$ cat config.mk
export PLATFORM = sky130hd
export DESIGN_NAME = sim_run_controller
export DESIGN_NICKNAME = d
export VERILOG_FILES = /design/src/rtl/sim_run_controller.sv
export SDC_FILE = /design/constraint.sdc
export NUM_CORES = 1
export LEC_CHECK = 0
export BUFFER_PORTS_ARGS = -buffer_cell sky130_fd_sc_hd__buf_2
export CAP_MARGIN = 0
export CORE_ASPECT_RATIO = 0.6
export CORE_MARGIN = 5
export CORE_UTILIZATION = 35
export CTS_BUF_LIST = sky130_fd_sc_hd__clkbuf_8 sky130_fd_sc_hd__clkbuf_16
export DETAILED_ROUTE_END_ITERATION = 16
export GPL_ROUTABILITY_DRIVEN = 0
export HOLD_SLACK_MARGIN = 0.12
export PLACE_DENSITY = 0.62
export SKIP_CTS_REPAIR_TIMING = 1
export SLEW_MARGIN = 5
export SYNTH_ARGS = -nofsm -noshare
export SYNTH_HDL_FRONTEND = slang
export SYNTH_SLANG_ARGS = --single-unit
$ cat constraint.sdc
create_clock -name clk -period 7.6 [get_ports clk]
set_clock_uncertainty 0.2 [all_clocks]
set_input_delay 0.38 -clock clk [delete_from_list [all_inputs] [get_ports clk]]
set_output_delay 0.38 -clock clk [all_outputs]
set_load 0.03 [all_outputs]
$ cat src/rtl/sim_run_controller.sv
// Simulation run controller: holds the DUT in reset, then supervises completion and
// failure sources, a timeout and a drain window before latching a sticky verdict.
module sim_run_controller #(
  parameter int NUM_SRC      = 4,
  parameter int RESET_CYCLES = 16,
  parameter int DRAIN_CYCLES = 8
) (
  input  logic               clk,
  input  logic               reset,
  input  logic [NUM_SRC-1:0] src_en,
  input  logic [NUM_SRC-1:0] src_done,
  input  logic [NUM_SRC-1:0] src_fail,
  input  logic [63:0]        max_cycles,
  output logic               dut_reset,
  output logic               running,
  output logic               finished,
  output logic               failed,
  output logic [1:0]         reason,
  output logic [3:0]         fail_src,
  output logic [63:0]        cycle_count,
  output logic [NUM_SRC-1:0] done_mask
);

  localparam logic [31:0] HOLD_LAST  = 32'(RESET_CYCLES - 1);
  localparam logic [31:0] DRAIN_LOAD = (DRAIN_CYCLES > 0) ? 32'(DRAIN_CYCLES - 1) : 32'd0;

  typedef enum logic [1:0] {
    S_HOLD  = 2'd0,
    S_RUN   = 2'd1,
    S_DRAIN = 2'd2,
    S_DONE  = 2'd3
  } state_t;

  state_t             state_q;
  logic [31:0]        hold_q;
  logic [31:0]        drain_q;
  logic [NUM_SRC-1:0] en_q;
  logic [63:0]        max_q;
  logic [NUM_SRC-1:0] done_mask_q;
  logic [NUM_SRC-1:0] done_mask_d;
  logic [63:0]        cycle_count_q;
  logic [63:0]        cycle_count_d;
  logic               dut_reset_q;
  logic               running_q;
  logic               finished_q;
  logic               failed_q;
  logic [1:0]         reason_q;
  logic [3:0]         fail_src_q;

  logic [NUM_SRC-1:0] fail_vec;
  logic [3:0]         fail_idx;
  logic               all_done;
  logic               timeout;

  // The timeout compares against the count that includes the current cycle, so a
  // limit of N allows exactly N run cycles and the counter stops at N.
  always_comb begin
    done_mask_d   = done_mask_q | (src_done & en_q);
    all_done      = ((done_mask_d & en_q) == en_q);
    fail_vec      = src_fail & en_q;
    cycle_count_d = (&cycle_count_q) ? cycle_count_q : cycle_count_q + 64'd1;
    timeout       = (max_q != 64'd0) && (cycle_count_d >= max_q);
    fail_idx      = 4'd0;
    for (int i = NUM_SRC - 1; i >= 0; i--) begin
      if (fail_vec[i]) fail_idx = 4'(i);
    end
  end

  always_ff @(posedge clk or posedge reset) begin
    if (reset) begin
      state_q       <= S_HOLD;
      hold_q        <= 32'd0;
      drain_q       <= 32'd0;
      en_q          <= '0;
      max_q         <= 64'd0;
      done_mask_q   <= '0;
      cycle_count_q <= 64'd0;
      dut_reset_q   <= 1'b1;
      running_q     <= 1'b0;
      finished_q    <= 1'b0;
      failed_q      <= 1'b0;
      reason_q      <= 2'd0;
      fail_src_q    <= 4'd0;
    end else begin
      case (state_q)
        S_HOLD: begin
          if (hold_q == HOLD_LAST) begin
            state_q     <= S_RUN;
            hold_q      <= 32'd0;
            en_q        <= src_en;
            max_q       <= max_cycles;
            dut_reset_q <= 1'b0;
            running_q   <= 1'b1;
          end else begin
            hold_q <= hold_q + 32'd1;
          end
        end
        S_RUN, S_DRAIN: begin
          cycle_count_q <= cycle_count_d;
          done_mask_q   <= done_mask_d;
          if (|fail_vec) begin
            state_q    <= S_DONE;
            running_q  <= 1'b0;
            failed_q   <= 1'b1;
            reason_q   <= 2'd1;
            fail_src_q <= fail_idx;
          end else if (timeout) begin
            state_q   <= S_DONE;
            running_q <= 1'b0;
            failed_q  <= 1'b1;
            reason_q  <= 2'd2;
          end else if (state_q == S_RUN) begin
            if (all_done) begin
              if (DRAIN_CYCLES == 0) begin
                state_q    <= S_DONE;
                running_q  <= 1'b0;
                finished_q <= 1'b1;
              end else begin
                state_q <= S_DRAIN;
                drain_q <= DRAIN_LOAD;
              end
            end
          end else if (drain_q == 32'd0) begin
            state_q    <= S_DONE;
            running_q  <= 1'b0;
            finished_q <= 1'b1;
          end else begin
            drain_q <= drain_q - 32'd1;
          end
        end
        S_DONE: begin
          state_q <= S_DONE;
        end
        default: begin
          state_q <= S_HOLD;
        end
      endcase
    end
  end

  assign dut_reset   = dut_reset_q;
  assign running     = running_q;
  assign finished    = finished_q;
  assign failed      = failed_q;
  assign reason      = reason_q;
  assign fail_src    = fail_src_q;
  assign cycle_count = cycle_count_q;
  assign done_mask   = done_mask_q;

endmodule
Yosys cells after proc, flatten, opt, wreduce, memory -nomap -nowiden
Index checks and enable logic that the tools add are counted.

word-level totals
  register bits = 212
  bits in latches = 0
  memory bits (writable) = 0
  memory bits (read-only) = 0
  bits of input ports = 78
  output and inout bits = 78
  logic and storage cells = 78
  memories = 0

cells by class
  add/subtract/negate cells = 3
  multipliers = 0
  divide/modulo/power cells = 0
  magnitude comparators = 1
  equal/unequal tests = 12
  shifts and indexed selects = 0
  mux-type cells = 26
  bitwise gates (word level) = 7
  reductions and logical operators = 16

operator list
  operator                                                              number
  32-bit 2-to-1 mux                                                     4
  64-bit by 1-bit adder with 64-bit output, second input constant       1
  64-bit >= comparator                                                  1
  64-bit 2-to-1 mux                                                     1
  64-bit AND reduction                                                  1
  64-bit nonzero test                                                   1
  32-bit by 1-bit adder with 32-bit output, second input constant       1
  32-bit by 4-bit == test with 1-bit output, second input constant      1
  32-bit logical NOT                                                    1
  32-bit by 1-bit subtractor with 32-bit output, second input constant  1
  2-bit 2-to-1 mux                                                      9
  4-bit bitwise AND                                                     3
  4-bit 2-to-1 mux                                                      3
  5-bit inequality test, second input constant                          2
  5-bit AND reduction                                                   2
  4-bit inequality test, second input constant                          2
  1-bit 2-to-1 mux                                                      7
  2-bit inequality test, second input constant                          3
  2-bit case mux with 3 select lines                                    1
  2-bit AND reduction                                                   3
  2-bit == test, second input constant                                  2
  4-bit == test                                                         1
  4-bit bitwise OR                                                      1
  4-bit AND reduction                                                   1
  9 further kinds                                                       12

Longest topological paths before layout
Gate-level depths: netlist of run 1.

  word-level depth = 9
  mapped depth = 22
  gate-level depth less buffers = 17

Least setup slack after synthesis of run 1
OpenSTA, ideal clock, no wires.

  kind = reg-to-reg
  start = reg cycle_count_q[35], in the netlist cycle_count[35]
  end = reg drain_q[19]
  setup time = 0.121 ns
  arrival time = 5.068 ns
  required time = 7.279 ns
  setup slack = 2.211 ns
  stages on the path, launching flop included = 21
  path buffers = 4
  clock period less this slack = 5.389 ns
  cell sequence = dfrtp_1 -> clkbuf_1 -> and4_1 -> and4_1 -> clkbuf_1 -> nand4_1 -> or3_1 -> nor3_2 -> nand3_1 -> xnor2_1 -> ha_1 -> nand2_1 -> or4_1 -> or4_1 -> nor4_1 -> a221oi_1 -> a21oi_1 -> buf_2 -> buf_2 -> nor3_1 -> o22a_1

on the way
  word-level cells in the longest chain between the ends = 6
  elaborated cells on any way between the ends = 7
  classes of those cells = add/sub: 1; order compare: 1; mux: 1; bitwise: 1; reduce/logical: 3

RTL lines
  element                                                                           RTL line  RTL
  from (decl)                                                                       41        logic [63:0] cycle_count_q;
  from (signal assigned)                                                            99        cycle_count_q <= cycle_count_d;
  64-bit by 1-bit adder with 64-bit output or 64-bit AND reduction (tied branches)  61        cycle_count_d = (&cycle_count_q) ? cycle_count_q : cycle_count_q + 64'd1;
  64-bit 2-to-1 mux *                                                               61
  named net cycle_count_d[55]                                                       42        logic [63:0] cycle_count_d;
  64-bit >= comparator *                                                            62        timeout = (max_q != 64'd0) && (cycle_count_d >= max_q);
  1-bit logical AND *                                                               62
  1-bit inverter (no line) *                                                        -
  5-bit AND reduction (no line) *                                                   -
  to (signal assigned)                                                              128       drain_q <= drain_q - 32'd1;
  to (decl)                                                                         36        logic [31:0] drain_q;

The timed path passes the listed nets; every way through them passes the cells marked *.
A chain may end at the register's enable or synchronous reset.

Worst setup path in the final report of run 1
  start = reg cycle_count_q[24], in the netlist cycle_count[24]
  end = reg drain_q[20]

on the way
  word-level cells in the longest chain between the ends = 6
  elaborated cells on any way between the ends = 7
  classes of those cells = add/sub: 1; order compare: 1; mux: 1; bitwise: 1; reduce/logical: 3

RTL lines
  element                        RTL line
  64-bit AND reduction           61
  64-bit 2-to-1 mux              61
  named net cycle_count_d[21]    42
  64-bit >= comparator           62
  1-bit logical AND              62
  1-bit inverter (no line)       -
  5-bit AND reduction (no line)  -

The timed path passes the listed nets, and every way through them passes these cells.

==> results.md, run 1 <==
* Multi-input logic area at 0.00630 mm²
* Fin Setup TNS at 0 ps
* Status: finished, final reports clean
* Vias in the first global route at 9772
* Filler Cells Inserted at 3240
* Measured slew at the worst slew-check pin at 1180 ps
* WL met2 at 15400 µm
* Drt drc at 0
* Ys Warns at 0
* EDFF count, synth at 0
* R2R Path End: drain_q[20]$_DFFE_PP0P_
* Synth Area per Inst at 9.22 µm²
* Fin crit share at 0.841
* FP Rows at 52
* WL/cell at 18.2 µm
* Final WL at 36500 µm
* Leading area contributor after synthesis: dfrtp_1
* Fin worst setup slack at 1210 ps
* Yosys top cell area share at 0.432
* Clk sinks at 210
* Synth cell types at 66
* Max FO, Critical Path at 15
* Asr flop ratio synth at 1.00
* CP startpoint kind: register
* Synthesized area at 0.0121 mm²
* Pre-CTS setup slack at 1320 ps
* Initial Utilization at 0.357
* DRT iter0 DRCs at 969
* Remaining global-route overflow at 0
* Synthesized flop and latch total at 210
* Max_cap viols at 0
* Hold_ws at 120 ps
* Cts bufs inserted at 23
* Die H at 154 µm
* Mapped Cells at 1312
* Core area at 0.0339 mm²
* Critical Path Start: cycle_count[24]$_DFFE_PP0N_
* Critical path class: reg -> reg
* CTS tree: yes
* Clock root buffer master: clkbuf_16
* Max Freq at 0.156 GHz
* DR vias at 10475
* Pwr dens at 163 mW/mm²
* Crit end category: register
* Total power at 2.43 mW
* Tmin final at 6390 ps
* Top cells by area, synth: dfrtp_1, ha_1, xnor2_1, nand2_1, o21ai_0
* Post-layout nets at 1677
* Top FF cell, synth: dfrtp_1
* Detailed Place HPWL at 26700 µm
* Post-DP Area at 0.0133 mm²
* H-tree Lvls at 1
* Slew Viols, Final at 0
* Final Hold Viols at 0
* Highest metal used: met4
* Antenna violations before repair at 0
* RSZ-0062 raised after global routing: no
* Sequential share of the synthesized area at 0.435
* Hold crit path type: in -> reg
* Final std cell area, no fill at 0.0149 mm²
* Worst rel slew slack at 0.210
* Sequential Area at 0.00526 mm²
* CP Capture Point: drain_q[20]$_DFFE_PP0P_
* Leakage power at 7.28 nW
* Reg2Reg Setup Slack at 1210 ps
* I/O pin total at 156
* DR pass1 iterations at 5
* Vias per cell at 5.24
* Area delta synth->final at 23.2%
* Met1 WL at 18200 µm
* Req. time, crit path at 7850 ps
* First-pass GRT wire length at 56400 µm
* # setup viols final at 0
* Die width at 250 µm
* Worst vdd ir at 119 µV
* Overall global routing resource usage at 0.180
* Layout cells sized above 1 at 0.155
* Register clock-pin slew on the reported worst setup and hold paths at 60 ps
* DR WL met3 at 2200 µm
* R2R cell count at 17
* Largest net degree at the start of global routing at 114
* Clock Path Buffers at 3
* CP Data Arrival Time at 6640 ps
* Clk Latency, worst-skew pair at 520 ps
* ANT nets after route at 0
* Die ar. at 0.0385 mm²
* I/O Buffers at 153
* Ant diodes at 0
* Reg2reg start: cycle_count[24]$_DFFE_PP0N_
-- final cells by class --
cell class,instances,area share
sequential,210,0.353
clock inverter,11,0.0118
timing repair buffer,242,0.109
inverter,87,0.0224
clock buffer,28,0.0432
multi-input combinational,963,0.422
tap,459,0.0385
-- registers in the layout, summed over array words and instances (netlist names), 4 cells and up --
name and cells:
hold_q 32, drain_q 32, done_mask 4, en_q 4, max_q 64, cycle_count 64
-- placed cells by master (no fill, tap or decap), types with 7 or more instances in the layout --
cell type / Yosys / routed
nand2_1: 168 / 168
and3_1: 26 / 26
nor4_1: 34 / 34
xor2_1: 50 / 50
a21oi_1: 36 / 35
a21o_1: 8 / 8
o31ai_1: 13 / 13
nor3b_1: 12 / 12
xnor2_1: 102 / 102
nor3_1: 26 / 26
inv_1: 87 / 90
ha_1: 72 / 72
buf_2: 9 / 153
nand4_1: 44 / 44
a31o_2: 7 / 7
o21ai_0: 94 / 94
buf_4: 4 / 13
nand3_1: 53 / 53
and4_1: 15 / 15
o22a_1: 9 / 9
dfrtp_1: 209 / 209
nor2_1: 90 / 90
or3_1: 8 / 8
nor2b_1: 7 / 7
dlygate4sd3_1: 0 / 76
clkbuf_16: 0 / 23
mux2_2: 8 / 8
-- power breakdown --
group,leakage [nW],internal [mW],switching [mW]
clock network,0.419,0.765,0.467
logic,4.31,0.0405,0.0397
registers,2.56,1.12,0
total,7.28,1.92,0.507
-- Yosys cell counts (all sizes together) (5+ instances only) --
cell type and number:
xnor2 102, or4 6, nor2b 7, and4 15, ha 72, dfrtp 209, a221oi 5, nor4 36
a21o 8, clkbuf 38, and3 26, nor3 27, or3 11, a31o 7, a21oi 36, o22a 10
nand3 53, nand4 44, nor3b 13, o31ai 13, buf 15, nor2 90, a211oi 5, nand2 168
nand2b 6, mux2 8, xor2 50, o21ai 95, inv 87
-- worst max-delay path: stages (launching register included) --
cell and delay (ps):
dfrtp_1 510, nand4_1 230, nor4_1 900, nand4_1 290, o21a_1 380, and3_1 320, nand3_1 230, nor2_1 90
xor2_1 180, ha_1 330, nand4_1 130, nor3_1 300, or4b_2 670, a31oi_1 290, o21ai_0 190, a21o_1 250
nand2b_1 540, a221o_1 270
-- worst min path at each step --
stage | start | endpoint | cells after the start
after floorplan | hold_q[31]$_DFFE_PP0P_ | hold_q[31]$_DFFE_PP0P_ | 1
after global placement | finished$_DFFE_PP0P_ | finished$_DFFE_PP0P_ | 1
after detailed placement | finished$_DFFE_PP0P_ | finished$_DFFE_PP0P_ | 1
after CTS | max_cycles[1] | max_q[1]$_DFFE_PP0P_ | 3
after global routing | src_fail[3] | fail_src[1]$_DFFE_PP0P_ | 5
final | src_fail[3] | fail_src[1]$_DFFE_PP0P_ | 5
-- metrics by stage --
stage,instances,util
CTS,1924,0.417
detailed placement,1885,0.393
global route,2000,0.440
finish,2000,0.440
floorplan,1313,-
global placement,1885,0.393
-- routing by layer --
layer,GRT usage,vias up
met5,0,-
met4,0.0267,0
met3,0.0279,40
li1,-,5013
met2,0.261,301
met1,0.287,5121
-- cell families (layout without fill, tap and decap cells) --
family / count (synthesis) / after routing / share of synthesized area
buffers and inverters: 140 / 368 / 0.0456
XOR/XNOR: 152 / 152 / 0.110
multiplexers: 9 / 9 / 0.00828
adder cells (fa/ha/maj): 72 / 72 / 0.0745
other: 1 / 2 / 0.000310
flip-flops: 210 / 210 / 0.435
AO/OA/AOI/OAI: 211 / 211 / 0.109
AND/OR/NAND/NOR: 517 / 517 / 0.218
Note: power is estimated with default switching activity, not from simulation.
==> run 2: changes to the inputs <==
==> constraint.sdc (replaced) <==
create_clock -name clk -period 6.2 [get_ports clk]
set_clock_uncertainty 0.2 [all_clocks]
set_input_delay 0.31 -clock clk [delete_from_list [all_inputs] [get_ports clk]]
set_output_delay 0.31 -clock clk [all_outputs]
set_load 0.03 [all_outputs]
==> run 2 against run 1 <==
Design area grew 0.55%. First-iteration DRC count shrank 1.1%. Combinational power grew 20%. Global-route usage grew 0.060 points. Critical path depth shrank 1. Core utilization grew 0.24 points. Clock-buffer cell count is the same. Maximum frequency grew 9.3%. Highest routed layer unchanged. Largest power group unchanged. Worst hold slack gained 28 ps.
==> results.md, run 2 (synthesized netlist as in run 1, its figures left out) <==
* Status: finished, final reports clean
* Detailed Place HPWL at 27100 µm (+1.3%)
* Pwr dens at 196 mW/mm² (+20%)
* Crit end category: register
* Max Freq at 0.171 GHz (+9.3%)
* Multi-input logic area at 0.00630 mm² (+0.12%)
* Hold Crit Depth at 6 (+1)
* CP startpoint kind: register
* Die ar. at 0.0385 mm² (unchanged)
* Fin crit share at 0.943 (+0.102)
* First-pass GRT wire length at 56300 µm (-0.27%)
* CTS tree: yes
* Most frequent cells in the layout: dfrtp_1, nand2_1, buf_2
* Final WL at 36700 µm (+0.48%)
* Ant diodes at 0 (unchanged)
* Sequential Area at 0.00526 mm² (unchanged)
* Area delta synth->final at 23.9%
* DRT iter0 DRCs at 958 (-1.1%)
* Clk sinks at 210 (unchanged)
* DR vias at 10519 (+0.42%)
* H-tree Lvls at 1 (unchanged)
* Max_cap viols at 0 (unchanged)
* Hold_ws at 148 ps (+28.3 ps)
* Critical path class: reg -> reg
* R2R cell count at 16 (-1)
* Worst rel slew slack at 0.244 (+0.0334)
* Largest net degree at the start of global routing at 173 (+52%)
* Req. time, crit path at 6410 ps (-1440 ps)
* Fin worst setup slack at 356 ps (-854 ps)
* Pre-CTS setup slack at 295 ps (-1030 ps)
* Reg2Reg Setup Slack at 360 ps (-850 ps)
* DR pass1 iterations at 5 (unchanged)
* Die width at 250 µm (unchanged)
* Most common cell after layout, fill and taps aside: dfrtp_1
* Initial Utilization at 0.357 (unchanged)
* Final Hold Viols at 0 (unchanged)
* Measured slew at the worst slew-check pin at 1130 ps (-49.7 ps)
* Clk Latency, worst-skew pair at 530 ps (about the same)
* Overall global routing resource usage at 0.181 (+0.000599)
* Clock root buffer master: clkbuf_16
* Filler Cells Inserted at 3239 (-0.031%)
* Leakage power at 7.35 nW (+1.0%)
* Post-layout nets at 1688 (+0.66%)
* I/O Buffers at 153 (unchanged)
* Final std cell area, no fill at 0.0150 mm² (+0.55%)
* Clock Path Buffers at 3 (unchanged)
* Hold crit path type: in -> reg
* Slew Viols, Final at 0 (unchanged)
* Remaining global-route overflow at 0 (unchanged)
* ANT nets after route at 0 (unchanged)
* Worst vdd ir at 158 µV (+32%)
* # setup viols final at 0 (unchanged)
* Drt drc at 0 (unchanged)
* Cts bufs inserted at 22 (-4.3%)
* Antenna violations before repair at 0 (unchanged)
* Register clock-pin slew on the reported worst setup and hold paths at 70 ps (about the same)
* Vias per cell at 5.23 (-0.18%)
* FP Rows at 52 (unchanged)
* Post-DP Area at 0.0134 mm² (+0.69%)
* I/O pin total at 156 (unchanged)
* RSZ-0062 raised after global routing: yes
* Core area at 0.0339 mm² (unchanged)
* Layout cells sized above 1 at 0.160 (+0.00524)
* Tmin final at 5840 ps (-546 ps)
* CP Data Arrival Time at 6050 ps (-590 ps)
* Max FO, Critical Path at 10 (-5)
* Die H at 154 µm (unchanged)
* WL/cell at 18.2 µm (-0.12%)
* Vias in the first global route at 9775 (+0.031%)
## run 2: path summary, 6_finish.rpt
kind / to / startpoint
setup / recovery: drain_q[20]$_DFFE_PP0P_ / cycle_count[36]$_DFFE_PP0N_
min in group asynchronous: drain_q[17]$_DFFE_PP0P_ / reset
hold reg to reg: hold_q[31]$_DFFE_PP0P_ / hold_q[31]$_DFFE_PP0P_
max in group asynchronous: cycle_count[61]$_DFFE_PP0N_ / reset
setup reg to reg: drain_q[20]$_DFFE_PP0P_ / cycle_count[36]$_DFFE_PP0N_
hold / removal: failed$_DFFE_PP0P_ / src_fail[3]
## run 2: critical path: stages (launching register included)
cell      delay [ps]
dfrtp_1          500
and4_1           320
and4_1           350
nand4_1          140
or3_1            420
nor3_4           350
nand2_1          120
xnor2_1          150
ha_1             320
nand4_1          180
or4_1            560
or4_1            600
nor4_1           210
a221oi_1         160
a21oi_2          450
nor2_1           290
a221o_1          370
## run 2: metrics by stage
stage | cells | power (mW) | utilization | TNS, ps
3_3_place_gp | 1896 | 1.46 | 0.396 | 0
2_1_floorplan | 1313 | 1.42 | - | 0
4_1_cts | 1935 | 2.93 | 0.419 | 0
5_1_grt | 2012 | 3.03 | 0.442 | -15.9
6_report | 2012 | 2.93 | 0.442 | 0
3_5_place_dp | 1896 | 1.46 | 0.396 | 0
## run 2: routing by layer
metal / track usage / part of all wire
met4: 0.0338 / 0.022
met3: 0.0456 / 0.081
met2: 0.256 / 0.42
met5: 0 / 0
met1: 0.279 / 0.48
## run 2: where the power goes
part / internal (mW) / switching [mW] / total, mW
Combinational: 0.0499 / 0.0465 / 0.0964
Sequential: 1.37 / 0 / 1.37
Clock: 0.895 / 0.572 / 1.47
## run 2: area by class of cell
cell class,count,share of cell area
Sequential cell,210,0.351
Inverter,87,0.0220
Clock buffer,28,0.0430
Timing Repair Buffer,254,0.115
Tap cell,459,0.0383
Clock inverter,11,0.00993
Multi-Input combinational cell,963,0.421
==> run 3: changes to the inputs <==
--- a/config.mk
+++ b/config.mk
@@ -8,13 +8,13 @@
 export BUFFER_PORTS_ARGS = -buffer_cell sky130_fd_sc_hd__buf_2
 export CAP_MARGIN = 0
 export CORE_ASPECT_RATIO = 0.6
-export CORE_MARGIN = 5
 export CORE_UTILIZATION = 35
 export CTS_BUF_LIST = sky130_fd_sc_hd__clkbuf_8 sky130_fd_sc_hd__clkbuf_16
 export DETAILED_ROUTE_END_ITERATION = 16
 export GPL_ROUTABILITY_DRIVEN = 0
 export HOLD_SLACK_MARGIN = 0.12
 export PLACE_DENSITY = 0.62
+export REMOVE_ABC_BUFFERS = 1
 export SKIP_CTS_REPAIR_TIMING = 1
 export SLEW_MARGIN = 5
 export SYNTH_ARGS = -nofsm -noshare
==> run 3 against run 2 <==
Die area is 8.2% lower. Worst hold slack better by 31 ps. Maximum frequency is 0.72% higher. Clock power is 14% lower. Via count is 2.0% lower. Sequential power hardly changed. Critical path depth is 2 higher. Clock-buffer cell count is 2 lower.
==> results.md, run 3 (synthesized netlist as in run 1, its figures left out) <==
* I/O pin total at 156 (unchanged)
* DR pass1 iterations at 5 (unchanged)
* Antenna violations before repair at 1 (+1)
* CP Data Arrival Time at 6010 ps (-40 ps)
* Remaining global-route overflow at 0 (unchanged)
* Max Freq at 0.172 GHz (+0.72%)
* Vias per cell at 5.14 (-1.7%)
* Clock Path Buffers at 3 (unchanged)
* Clock root buffer master: clkbuf_16
* Cell Chain, Critical Path: and4_1 -> and4_1 -> nand4_1 -> a21oi_1 -> nor3b_1 -> buf_4 -> nor3b_2 -> nand3_1 -> xnor2_1 -> ha_1 -> and4_1 -> nand4_1 -> or4b_2 -> a31oi_1 -> o21ai_0 -> a21oi_4 -> nor2_1 -> a221o_1
* Worst rel slew slack at 0.152 (-0.0918)
* Switching part of the total power at 0.223 (+0.0117)
* H-tree Lvls at 1 (unchanged)
* Filler Cells Inserted at 3330 (+2.8%)
* Clk Latency, worst-skew pair at 520 ps (about the same)
* Crit end category: register
* DRT iter0 DRCs at 814 (-15%)
* Register clock-pin slew on the reported worst setup and hold paths at 70 ps (about the same)
* Initial Utilization at 0.357 (+0.000686)
* Area delta synth->final at 22.6%
* Post-Place Cells at 1893 (-0.16%)
* Req. time, crit path at 6400 ps (about the same)
* First-pass GRT wire length at 54900 µm (-2.3%)
* Post-layout nets at 1685 (-0.18%)
* Worst vdd ir at 202 µV (+28%)
* Final Hold Viols at 0 (unchanged)
* Status: finished, final reports clean
* # setup viols final at 0 (unchanged)
* Core area at 0.0338 mm² (-0.19%)
* CTS tree: yes
* DR vias at 10312 (-2.0%)
* Drt drc at 0 (unchanged)
* Gate power share at 0.035 (+0.002)
* Clk sinks at 210 (unchanged)
* Non-filler cells, final at 2006 (-0.30%)
* ANT nets after route at 0 (unchanged)
* WL/cell at 17.5 µm (-4.1%)
* Die width at 242 µm (-3.2%)
* Max_cap viols at 0 (unchanged)
* Layout cells sized above 1 at 0.158 (-0.00261)
* Register share of total power at 0.502 (+0.035)
* Die ar. at 0.0353 mm² (-8.2%)
* Measured slew at the worst slew-check pin at 1260 ps (+137 ps)
* Fin Setup TNS at 0 ps (unchanged)
* Slowest cell on the critical path: or4b_2
* Clk pwr share at 0.463 (-0.037)
* Largest stage delay, worst path at 730 ps (+130 ps)
* Overall global routing resource usage at 0.195 (+0.0144)
* Vias in the first global route at 9742 (-0.34%)
* Detailed Place HPWL at 25800 µm (-4.8%)
* Psw at 0.607 mW (-1.9%)
* I/O Buffers at 153 (unchanged)
* Critical path class: reg -> reg
* Top cell by count, worst path: and4_1
* Int Pwr at 2.12 mW (-8.4%)
* Slew Viols, Final at 0 (unchanged)
* Total power at 2.73 mW (-7.0%)
* Fin crit share at 0.936 (-0.00676)
* Pwr dens at 184 mW/mm² (-6.0%)
* Tmin final at 5800 ps (-41.9 ps)
* Cts bufs inserted at 22 (unchanged)
* Die H at 146 µm (-5.2%)
* RSZ-0062 raised after global routing: no
* Largest net degree at the start of global routing at 136 (-21%)
* CP startpoint kind: register
* Ant diodes at 0 (unchanged)
* Layout Utilization at 0.438 (-0.00396)
* FP Rows at 52 (unchanged)
* Leakage power at 7.26 nW (-1.3%)
* Hold crit path type: in -> reg
* Max FO, Critical Path at 14 (+4)
* Most frequent cells in the layout: dfrtp_1, nand2_1, buf_2
* Most common cell after layout, fill and taps aside: dfrtp_1
* Final WL at 35100 µm (-4.4%)
## run 3: final timing paths
check | start | end | slack (ps) | depth (start not counted)
min in group asynchronous | reset | drain_q[31]$_DFFE_PP0P_ | 310 | 3
worst max register to register | cycle_count[3]$_DFFE_PP0N_ | drain_q[20]$_DFFE_PP0P_ | 400 | 18
worst min-delay path | src_fail[3] | failed$_DFFE_PP0P_ | 180 | 6
max in group asynchronous | reset | max_q[55]$_DFFE_PP0P_ | 3960 | 4
worst min register to register | hold_q[31]$_DFFE_PP0P_ | hold_q[31]$_DFFE_PP0P_ | 270 | 1
worst max-delay path | cycle_count[3]$_DFFE_PP0N_ | drain_q[20]$_DFFE_PP0P_ | 400 | 18
## run 3: power groups by stage
stage	Combinational (mW)	Sequential, mW	Clock [mW]
6_report	0.0947	1.37	1.26
5_1_grt	0.106	1.37	1.35
4_1_cts	0.0605	1.37	1.30
3_5_place_dp	0.0602	1.40	0
3_3_place_gp	0.0597	1.40	0
2_1_floorplan	0.0224	1.40	0
## run 3: stage by stage
stage                     hold slack (ps)  area (µm²)  setup WS [ps]
after floorplan                       227       11900           -309
after global placement                256       13400            413
after detailed placement              261       13400            285
after CTS                            -232       14000            206
after global routing                  275       14800           19.9
final                                 179       14800            398
## run 3: area by class of cell
class                      count  area (µm²)  area share
inverter                      87         334      0.0225
sequential                   210        5260       0.355
multi-input combinational    963        6300       0.425
tap                          459         574      0.0387
clock buffer                  26         617      0.0416
timing repair buffer         251        1690       0.114
clock inverter                10        45.0     0.00304
## run 3: worst max-delay path: cells and delay by family (launching register included)
| family | cells | cell delay, ps |
|---|---|---|
| buffers and inverters | 1 | 160 |
| AND/OR/NAND/NOR | 10 | 2900 |
| flip-flops | 1 | 510 |
| adder cells (fa/ha/maj) | 1 | 270 |
| XOR/XNOR | 1 | 140 |
| AO/OA/AOI/OAI | 5 | 1470 |
## run 3: layer usage
layer	up-vias	part of all wire	global-route usage
li1	5022	-	-
met1	5015	0.50	0.293
met3	41	0.056	0.0431
met5	-	0	0
met2	234	0.43	0.288
met4	0	0.019	0.0358
